File: src/rtl/stage_if_prefetch.sv
// Instruction-fetch prefetch stage: icache lookup, byte-serial miss refill,
// 2-bit BHT / JAL next-pc prediction, and a circular instruction queue.
module stage_if_prefetch #(
  parameter int unsigned QDEPTH   = 4,
  parameter int unsigned BHT_NUM  = 128,
  parameter int unsigned PRED_EN  = 1,
  parameter logic [31:0] RESET_PC = 32'h0
) (
  input  logic                       clk,
  input  logic                       rst,
  input  logic                       flush_i,
  input  logic [31:0]                flush_addr_i,
  input  logic                       bht_upd_i,
  input  logic [31:0]                bht_upd_pc_i,
  input  logic                       bht_upd_taken_i,
  output logic [31:0]                icache_raddr_o,
  input  logic                       icache_hit_i,
  input  logic [31:0]                icache_inst_i,
  output logic                       icache_we_o,
  output logic [31:0]                icache_waddr_o,
  output logic [31:0]                icache_winst_o,
  output logic                       mem_req_o,
  output logic [31:0]                mem_a_o,
  input  logic                       mem_gnt_i,
  input  logic [7:0]                 mem_din_i,
  input  logic                       deq_i,
  output logic                       valid_o,
  output logic [31:0]                inst_o,
  output logic [31:0]                pc_o,
  output logic                       pred_taken_o,
  output logic [$clog2(QDEPTH):0]    count_o
);

  localparam int unsigned PW = $clog2(QDEPTH);
  localparam int unsigned CW = PW + 1;
  localparam int unsigned BW = $clog2(BHT_NUM);

  typedef enum logic [1:0] {IDLE, LOOKUP, MEM, DONE} state_t;
  state_t state, state_nxt;

  logic [31:0]   fpc;
  logic [1:0]    k;
  logic          pend;
  logic [23:0]   bytes;
  logic [1:0]    bht [0:BHT_NUM-1];
  logic [1:0]    bht_ctr;
  logic [31:0]   q_inst [0:QDEPTH-1];
  logic [31:0]   q_pc   [0:QDEPTH-1];
  logic          q_pred [0:QDEPTH-1];
  logic [PW-1:0] head, tail;
  logic          not_full, push, pop, pred;
  logic [31:0]   fill_word, fetch_inst, next_fpc, b_imm, j_imm;
  logic          unused_upd_bits;

  assign unused_upd_bits = ^{bht_upd_pc_i[31:BW+2], bht_upd_pc_i[1:0]};

  assign not_full   = (count_o != CW'(QDEPTH));
  assign fill_word  = {mem_din_i, bytes};
  assign fetch_inst = (state == DONE) ? fill_word : icache_inst_i;
  assign push       = !flush_i && ((state == LOOKUP && icache_hit_i) || state == DONE);
  assign pop        = !flush_i && deq_i && (count_o != '0);
  assign bht_ctr    = bht[fpc[BW+1:2]];

  assign valid_o      = (count_o != '0);
  assign inst_o       = valid_o ? q_inst[head] : '0;
  assign pc_o         = valid_o ? q_pc[head]   : '0;
  assign pred_taken_o = valid_o ? q_pred[head] : 1'b0;

  always_comb begin
    b_imm    = {{20{fetch_inst[31]}}, fetch_inst[7], fetch_inst[30:25], fetch_inst[11:8], 1'b0};
    j_imm    = {{12{fetch_inst[31]}}, fetch_inst[19:12], fetch_inst[20], fetch_inst[30:21], 1'b0};
    next_fpc = fpc + 32'd4;
    pred     = 1'b0;
    if (PRED_EN != 0) begin
      if (fetch_inst[6:0] == 7'b1100011 && bht_ctr[1]) begin
        next_fpc = fpc + b_imm;
        pred     = 1'b1;
      end else if (fetch_inst[6:0] == 7'b1101111) begin
        next_fpc = fpc + j_imm;
        pred     = 1'b1;
      end
    end
  end

  always_ff @(posedge clk or negedge rst) begin
    if (!rst) state <= IDLE;
    else      state <= state_nxt;
  end

  always_comb begin
    state_nxt = state;
    if (flush_i) begin
      state_nxt = IDLE;
    end else begin
      unique case (state)
        IDLE:    if (not_full) state_nxt = LOOKUP;
        LOOKUP:  state_nxt = icache_hit_i ? IDLE : MEM;
        MEM:     if (mem_gnt_i && k == 2'd3) state_nxt = DONE;
        DONE:    state_nxt = IDLE;
        default: state_nxt = IDLE;
      endcase
    end
  end

  // Granted bytes land one cycle later; shifting them in keeps {b2,b1,b0}
  // ordered, and b3 is taken straight off the bus in DONE.
  always_ff @(posedge clk or negedge rst) begin
    if (!rst) begin
      fpc            <= RESET_PC;
      icache_raddr_o <= '0;
      icache_we_o    <= 1'b0;
      icache_waddr_o <= '0;
      icache_winst_o <= '0;
      mem_req_o      <= 1'b0;
      mem_a_o        <= '0;
      k              <= '0;
      pend           <= 1'b0;
      bytes          <= '0;
    end else begin
      icache_we_o <= 1'b0;
      if (flush_i) begin
        fpc       <= flush_addr_i;
        mem_req_o <= 1'b0;
        pend      <= 1'b0;
      end else begin
        unique case (state)
          IDLE: if (not_full) icache_raddr_o <= fpc;
          LOOKUP: begin
            if (icache_hit_i) begin
              fpc <= next_fpc;
            end else begin
              mem_req_o <= 1'b1;
              mem_a_o   <= fpc;
              k         <= '0;
              pend      <= 1'b0;
            end
          end
          MEM: begin
            if (pend) bytes <= {mem_din_i, bytes[23:8]};
            pend <= mem_gnt_i;
            if (mem_gnt_i) begin
              if (k == 2'd3) begin
                mem_req_o <= 1'b0;
              end else begin
                k       <= k + 2'd1;
                mem_a_o <= mem_a_o + 32'd1;
              end
            end
          end
          DONE: begin
            icache_we_o    <= 1'b1;
            icache_waddr_o <= fpc;
            icache_winst_o <= fill_word;
            fpc            <= next_fpc;
            pend           <= 1'b0;
          end
          default: ;
        endcase
      end
    end
  end

  always_ff @(posedge clk or negedge rst) begin
    if (!rst) begin
      for (int unsigned i = 0; i < BHT_NUM; i++) bht[i] <= 2'b01;
    end else if (bht_upd_i) begin
      if (bht_upd_taken_i) begin
        if (bht[bht_upd_pc_i[BW+1:2]] != 2'b11)
          bht[bht_upd_pc_i[BW+1:2]] <= bht[bht_upd_pc_i[BW+1:2]] + 2'b01;
      end else begin
        if (bht[bht_upd_pc_i[BW+1:2]] != 2'b00)
          bht[bht_upd_pc_i[BW+1:2]] <= bht[bht_upd_pc_i[BW+1:2]] - 2'b01;
      end
    end
  end

  always_ff @(posedge clk or negedge rst) begin
    if (!rst) begin
      head    <= '0;
      tail    <= '0;
      count_o <= '0;
    end else if (flush_i) begin
      head    <= '0;
      tail    <= '0;
      count_o <= '0;
    end else begin
      if (push) tail <= tail + PW'(1);
      if (pop)  head <= head + PW'(1);
      unique case ({push, pop})
        2'b10:   count_o <= count_o + CW'(1);
        2'b01:   count_o <= count_o - CW'(1);
        default: ;
      endcase
    end
  end

  always_ff @(posedge clk) begin
    if (push) begin
      q_inst[tail] <= fetch_inst;
      q_pc[tail]   <= fpc;
      q_pred[tail] <= pred;
    end
  end

endmodule

File: config.mk
export PLATFORM = sky130hd
export DESIGN_NAME = stage_if_prefetch
export DESIGN_NICKNAME = d
export VERILOG_FILES = /design/src/rtl/stage_if_prefetch.sv
export SDC_FILE = /design/constraint.sdc
export NUM_CORES = 1
export LEC_CHECK = 0
export ABC_CLOCK_PERIOD_IN_PS = 5200
export CORE_ASPECT_RATIO = 0.5
export CORE_UTILIZATION = 50
export DETAILED_ROUTE_END_ITERATION = 16
export PLACE_DENSITY = 0.77
export SETUP_SLACK_MARGIN = 0.2
export SLEW_MARGIN = 10
export SYNTH_ARGS = -nofsm -noshare
export SYNTH_HDL_FRONTEND = slang
export SYNTH_SLANG_ARGS = --single-unit
File: constraint.sdc
create_clock -name clk -period 5.2 [get_ports clk]
set_input_delay 1.04 -clock clk [delete_from_list [all_inputs] [get_ports clk]]
set_output_delay 1.04 -clock clk [all_outputs]
set_load 0.01 [all_outputs]
After elaboration in Yosys (flattened, before gate mapping) --
Memories as Yosys holds them, arrays and structs flattened. Cells that the tools add are included.
Word-level totals: register bits 454, memory bits (writable) 260, input bits 112, word-level logic and storage cells 266, memories kept 3
Operators by class: $add $sub $neg 11, order comparisons 3, equal/unequal tests 20, mux-type cells 55, bitwise logic cells 3, reductions and logical operators 29
Memory list:
- q_inst | words 4, bits a word 32, rd ports 1, clocked after memory_dff 0, write ports 1, RTL line 47 | logic [31:0] q_inst [0:QDEPTH-1];
- q_pc | words 4, bits a word 32, rd ports 1, clocked after memory_dff 0, write ports 1, RTL line 48 | logic [31:0] q_pc [0:QDEPTH-1];
- q_pred | words 4, bits a word 1, rd ports 1, clocked after memory_dff 0, write ports 1, RTL line 49 | logic q_pred [0:QDEPTH-1];
Operator list (count):
- $mux W256 | 3
- $bwmux W256 | 2
- $mux W32 | 10
- $pmux W32 S2 | 2
- $add A32 B32 Y32 | 2
- $add A32 B1 Y32 const B | 1
- $add A32 B3 Y32 const B | 1
- $mux W2 | 16
- $bmux W2 S7 | 2
- $ne A3 B3 Y1 const B | 7
- $ge A8 B8 Y1 const B | 2
- $not A7 Y8 | 2
- $demux W2 S7 | 1
- $eq A7 B7 Y1 const B | 2
- $mux W1 | 13
- $reduce_bool A3 Y1 | 4
- $reduce_bool A2 Y1 | 5
- $reduce_and A3 Y1 | 3
- $add A2 B1 Y2 const B | 4
- $eq A2 B2 Y1 const B | 4
- $lt A8 B1 Y1 const B | 1
- $ne A2 B2 Y1 const B | 4
- $pmux W2 S4 | 1
- $reduce_and A2 Y1 | 4
- other kinds (18) | 25

Depth between registers and ports, before layout --
Gate-level depths: netlist of run 1.
depth after elaboration 9, depth in mapped cells 21, gate-level depth less buffers 16

Least setup slack after synthesis of run 1 --
No wires, ideal clock.
kind input-to-reg, start input port bht_upd_pc_i[2], end register with a tool-made name, library setup time 0.082 ns, arrival time 4.520 ns, slack 0.598 ns, stages on the path 18, path through buf_2 > buf_2 > buf_1 > nor3b_1 > clkbuf_1 > a22oi_1 > nand4_1 > o211ai_1 > o211ai_1 > o311ai_1 > and3_1 > ha_1 > mux2i_1 > nand2_1 > nor2_1 > clkbuf_1 > nand2_1 > mux2_2
RTL lines:
- from (decl) | RTL line 14 | input logic [31:0] bht_upd_pc_i,

==> out/results.tsv, run 1 <==
stage	metric	value	unit
timing	clk_skew	28.9	ps
detailed_routing	Pre-antenna DRT Iters	6	
logic_synthesis	synth cell count leaders	nand2_1, dfrtp_1, mux2_2, edfxtp_1, o21ai_0	
pwr	LEAKAGE	16.4	nW
timing	Slew @ Worst Pin	1130	ps
global_route	first-pass GRT wire length	155000	um
floorplan	area of the core	0.0694	mm^2
placed_design	Placer Congestion	0.941	
floorplan	Chip Height	190	um
clocking	Sinks on Clock Net	714	
critical_path	cells along the critical path	clkdlybuf4s50_1 -> buf_4 -> nand3b_2 -> buf_4 -> o22a_1 -> o221ai_1 -> o31ai_1 -> nand4_1 -> a311o_2 -> ha_1 -> mux2i_1 -> nand2_1 -> nor2_1 -> buf_4 -> nand2_1 -> mux2_2	
detailed_routing	Routed Antenna Nets	0	
logic_synthesis	syn_nets	3137	
floorplan	die width	378	um
logic_synthesis	Distinct cells, synth	80	
clocking	clock-pin slew on the worst setup and hold paths	60	ps
clocking	CTS Hold Buffers Added	0	
logic_synthesis	synthesis-stage register bit count	714	
finish	area grow syn2layout	19.3	%
timing	Max Clk Rate	213	MHz
finish	Post-Layout Cell Count	4276	
critical_path	Worst setup SP type	input port	
clocking	maximum root-to-sink buffer count	3	
detailed_routing	WL per Instance	23.7	um
detailed_routing	drt drc	0	
placed_design	count of input and output buffers	285	
logic_synthesis	sequential share of the synthesized area	54.8	%
floorplan	IO Count	311	
critical_path	Slowest cell on crit path	clkdlybuf4s50_1	
critical_path	CP top delay family	buffers and inverters	
timing	final hold vios	0	
clocking	H-Tree Depth	3	
critical_path	Crit path required time	5750	ps
run_status	status	finished, final reports clean	
clocking	Post-CTS Setup Bufs	0	
detailed_routing	routed wire length	101000	um
critical_path	CP most frequent cell	buf_4	
floorplan	Die ar.	0.0717	mm^2
finish	layout net count	3440	
timing	RSZ-0062 raised after global routing	no	
clocking	CTS Root Cell	clkbuf_16	
pwr	Power Total	0.0188	W
global_route	largest net degree at the start of global routing	109	
logic_synthesis	ranking of synthesized cells by area	dfrtp_1, edfxtp_1, dfstp_2, mux2_2, mux4_2	
logic_synthesis	count leader, synth	nand2_1	
timing	max-slew violations	0	
logic_synthesis	Yosys warnings	0	
placed_design	Cells after DPL	4140	
critical_path	CP Class	input port to register	
logic_synthesis	Post-Syn Area per Cell	11.9	um^2
clocking	post_cts resized	0	
finish	layout cells sized above 1	23.4	%
placed_design	dpl hpwl	69400	um
detailed_routing	Avg Vias per Cell	6.14	
timing	smallest hold slack	438	ps
critical_path	CP Capture Type	register	
global_route	antenna violations before repair	13	
logic_synthesis	Gate Count Post-Synth	2961	
pwr	worst vdd ir	0.240	mV
logic_synthesis	post-synth top area share	23.1	%
min_path	hold crit path type	input port to async pin	
detailed_routing	DRT iter0 DRCs	2699	
global_route	GR Overflow Total	0	
critical_path	CP max FO	12	
logic_synthesis	Top FF cell, synth	dfrtp_1	
timing	Tcrit/Tclk final	90.4	%
floorplan	Initial Util	50.8	%
logic_synthesis	EDFF count, synth	260	
clocking	Num CTS Buffers	67	
critical_path	Worst Path Buf+Inv	4	
logic_synthesis	share of synthesized flip-flops with an asynchronous set or reset	63.6	%
floorplan	row count	68	
critical_path	crit path DAT	5250	ps
clocking	CTS tree	yes	
clocking	Clock Latency Late Sink	630	ps
global_route	number of global-route vias before repair	25720	
timing	Max-slew headroom	24.6	%
job	maxcap violations	0	
detailed_routing	total number of vias	26271	
timing	fin crit period	4700	ps
timing	setup TNS	0	ps
logic_synthesis	post-synth top area cell	dfrtp_1	
critical_path	CP peak stage delay	600	ps
logic_synthesis	mapped cell area	0.0353	mm^2
pwr	PD cells	446	mW/mm^2
timing	final setup violation count	0	
global_route	Total GRT Usage	28.2	%
## where the power goes
group / leakage (nW) / internal (W) / total [W] / switching (W)
Sequential: 7.91 / 0.00670 / 0.00758 / 0.000878
Combinational: 7.33 / 0.00306 / 0.00614 / 0.00307
Clock: 1.10 / 0.00288 / 0.00509 / 0.00221
## cells by family after synthesis
family | count (synthesis) | share of synthesized area [%]
simple gates | 817 | 10.7
flops | 714 | 54.8
compound gates | 669 | 11.8
mux | 401 | 15.8
buf+inv | 217 | 2.59
xor+xnor | 79 | 1.96
fa+ha+maj | 64 | 2.33
## metrics by stage
| step | area, um^2 | util [%] | setup slack [ps] |
|---|---|---|---|
| 3_3_place_gp | 39800 | 57.4 | 138 |
| 6_report | 42100 | 60.7 | 498 |
| 2_1_floorplan | 35300 | - | 598 |
| 5_1_grt | 42100 | 60.7 | 341 |
| 3_5_place_dp | 39800 | 57.4 | 7.34 |
| 4_1_cts | 42100 | 60.6 | 655 |
## cell type report
cell class | instances | area [um^2]
Fill cell | 5407 | 27300
Sequential cell | 714 | 19300
Multi-Input combinational cell | 2030 | 15200
Timing Repair Buffer | 418 | 4050
Clock buffer | 98 | 1950
Tap cell | 945 | 1180
Clock inverter | 26 | 298
Inverter | 33 | 124
Antenna cell | 12 | 30.0
## metal layers
metal | vias up | track usage (%) | routed length (um)
met4 | 0 | 11.5 | 3840
met3 | 226 | 4.78 | 7470
met2 | 1140 | 45.2 | 48300
li1 | 11692 | - | -
met5 | - | 0 | 0
met1 | 13213 | 38.3 | 41800
## placed cells by master, fill, tap and decap left out, types with 14 or more instances in the layout
cell type	n
inv_1	30
clkbuf_16	71
o22ai_1	54
o21ai_0	221
buf_4	117
nor2_1	119
clkdlybuf4s50_1	283
a221oi_1	17
ha_1	59
and3_1	26
nand4_1	25
buf_12	16
o221ai_1	14
clkbuf_1	19
mux4_2	97
nand3_1	62
edfxtp_1	260
o211ai_1	16
a31oi_1	20
and2_1	72
dfrtp_1	322
dfstp_2	128
mux2_2	282
a21o_1	25
a211oi_1	19
nor3_1	34
nand2_1	390
xor2_1	34
mux2i_1	21
a22oi_1	59
a21oi_1	131
xnor2_1	44
## final timing paths
check | startpoint | endpoint | slack [ps] | cells past startpoint
max in group asynchronous | rst | head[0] | 3570 | 2
worst max register to register | state[0] | fpc[21] | 720 | 14
worst max-delay path | bht_upd_pc_i[2] | register | 500 | 16
worst min register to register | icache_waddr_o[6] | icache_waddr_o[6] | 480 | 2
worst min-delay path | rst | bht[119] | 440 | 1
min in group clk | icache_waddr_o[6] | icache_waddr_o[6] | 480 | 2
Note: power is estimated with default switching activity, not from simulation.
==> run 2, diff against run 1 <==
--- a/config.mk
+++ b/config.mk
@@ -6,7 +6,7 @@
 export NUM_CORES = 1
 export LEC_CHECK = 0
 export ABC_CLOCK_PERIOD_IN_PS = 5200
-export CORE_ASPECT_RATIO = 0.5
+export CORE_ASPECT_RATIO = 0.9
 export CORE_UTILIZATION = 50
 export DETAILED_ROUTE_END_ITERATION = 16
 export PLACE_DENSITY = 0.77
==> out/results.tsv, run 2 (synthesis results as in run 1) <==
stage	metric	value	unit	change
run_status	status	finished, final reports clean		
timing	Max-slew headroom	19.1	%	-5.5 points
timing	Slew @ Worst Pin	1210	ps	+81.8 ps
clocking	CTS Root Cell	clkbuf_16		
timing	Max Clk Rate	210	MHz	-1.4%
timing	final setup violation count	0		unchanged
finish	commonest non-fill, non-tap cells in the layout	nand2_1, dfrtp_1, clkdlybuf4s50_1		
floorplan	Die ar.	0.0717	mm^2	about the same
timing	max-slew violations	0		unchanged
finish	area grow syn2layout	20.2	%	
timing	clk_skew	52.2	ps	+23.3 ps
floorplan	row count	92		+35%
floorplan	die width	282	um	-25%
global_route	number of global-route vias before repair	25873		+0.59%
floorplan	Chip Height	254	um	+34%
placed_design	count of input and output buffers	285		unchanged
timing	setup TNS	0	ps	unchanged
global_route	antenna violations before repair	4		-9
detailed_routing	DRT iter0 DRCs	3293		+22%
global_route	first-pass GRT wire length	158000	um	+2.1%
clocking	H-Tree Depth	3		unchanged
placed_design	Placer Congestion	0.969		+3.0%
placed_design	dpl hpwl	71000	um	+2.4%
global_route	largest net degree at the start of global routing	112		+2.8%
detailed_routing	wire length on met2	48500	um	+0.38%
clocking	CTS Hold Buffers Added	0		unchanged
floorplan	IO Count	311		unchanged
clocking	Post-CTS Setup Bufs	0		unchanged
finish	multi-input logic area	0.0152	mm^2	unchanged
detailed_routing	WL per Instance	24.5	um	+3.3%
detailed_routing	Pre-antenna DRT Iters	6		unchanged
detailed_routing	met3 WL post-DR	10300	um	+37%
global_route	GR Overflow Total	0		unchanged
critical_path	CP Capture Type	register		
pwr	LEAKAGE	16.5	nW	+1.0%
clocking	Num CTS Buffers	73		+9.0%
clocking	CTS tree	yes		
min_path	hold crit path type	register to register		
timing	Tcrit/Tclk final	91.7	%	+1.3 points
floorplan	Initial Util	50.4	%	-0.41 points
finish	layout net count	3458		+0.52%
job	maxcap violations	0		unchanged
global_route	Total GRT Usage	29.3	%	+1.1 points
pwr	PD cells	452	mW/mm^2	+1.2%
detailed_routing	Avg Vias per Cell	6.24		+1.5%
finish	fillers	5504		+1.8%
finish	most common cell after layout, fill and taps aside	nand2_1		
finish	sequential cell area	0.0193	mm^2	unchanged
timing	RSZ-0062 raised after global routing	no		
detailed_routing	M1 wire length	42300	um	+1.1%
critical_path	Crit path required time	5740	ps	about the same
clocking	post_cts resized	0		unchanged
finish	layout cells sized above 1	24.0	%	+0.55 points
clocking	clock-pin slew on the worst setup and hold paths	60	ps	about the same
detailed_routing	routed wire length	105000	um	+3.5%
timing	final hold vios	0		unchanged
clocking	Clock Latency Late Sink	650	ps	+20 ps
critical_path	CP max FO	8		-4
detailed_routing	drt drc	0		unchanged
detailed_routing	total number of vias	26721		+1.7%
timing	fin crit period	4770	ps	+66.5 ps
pwr	Power Total	0.0192	W	+1.9%
floorplan	area of the core	0.0700	mm^2	+0.81%
critical_path	Worst setup SP type	input port		
detailed_routing	Routed Antenna Nets	0		unchanged
pwr	worst vdd ir	0.273	mV	+14%
clocking	Sinks on Clock Net	714		unchanged
critical_path	crit path DAT	5310	ps	+60 ps
critical_path	CP Class	input port to register		
detailed_routing	uppermost layer routed	met5		
clocking	maximum root-to-sink buffer count	3		unchanged
## run 2: through the flow
stage | setup slack [ps] | hold WS (ps) | cells | utilization, % | instance area, um^2
floorplan | 598 | 443 | 2961 | - | 35300
global placement | 46.2 | 462 | 4147 | 57.1 | 39900
detailed placement | 5.42 | 461 | 4147 | 57.1 | 39900
CTS | 624 | 473 | 4283 | 60.6 | 42400
global route | 282 | 488 | 4284 | 60.6 | 42400
finish | 431 | 469 | 4284 | 60.6 | 42400
## run 2: path summary, 6_finish.rpt
path | startpoint | end | slack (ps) | depth (start not counted)
max | bht_upd_pc_i[2] | register | 430 | 19
min | k[1] | k[1] | 470 | 2
max reg2reg | state[0] | fpc[23] | 570 | 13
min reg2reg | k[1] | k[1] | 470 | 2
max in group asynchronous | rst | bht[83] | 3420 | 2
min in group asynchronous | rst | icache_raddr_o[6] | 490 | 1
## run 2: where the power goes
part	total [W]	internal, W	switching (W)	leakage (nW)
sequential	0.00764	0.00670	0.000943	7.91
combinational	0.00613	0.00305	0.00307	7.39
clock	0.00540	0.00310	0.00229	1.21
## run 2: cell type report
cell class,count,area share [%]
Inverter,33,0.292
Sequential cell,714,45.6
Clock buffer,104,4.95
Timing Repair Buffer,430,9.79
Antenna cell,1,0.00590
Tap cell,940,2.77
Clock inverter,32,0.873
Multi-Input combinational cell,2030,35.7
## run 2: worst max-delay path: stages
cell	delay (ps)
clkdlybuf4s50_1	660
nor2b_1	430
nand2_1	190
buf_12	180
o22ai_1	140
nor2_1	60
a221oi_1	480
buf_4	190
o311a_1	140
a311o_2	130
buf_4	120
inv_1	40
ha_1	180
mux2i_1	140
nand2_1	230
nor2_1	280
buf_4	240
nand2_1	110
mux2_2	310
## run 2: layer usage
layer  global-route usage, %  vias up
met1                    40.5    13270
met3                    6.03      288
li1                        -    11714
met5                       0        -
met4                    10.5        6
met2                    45.9     1443
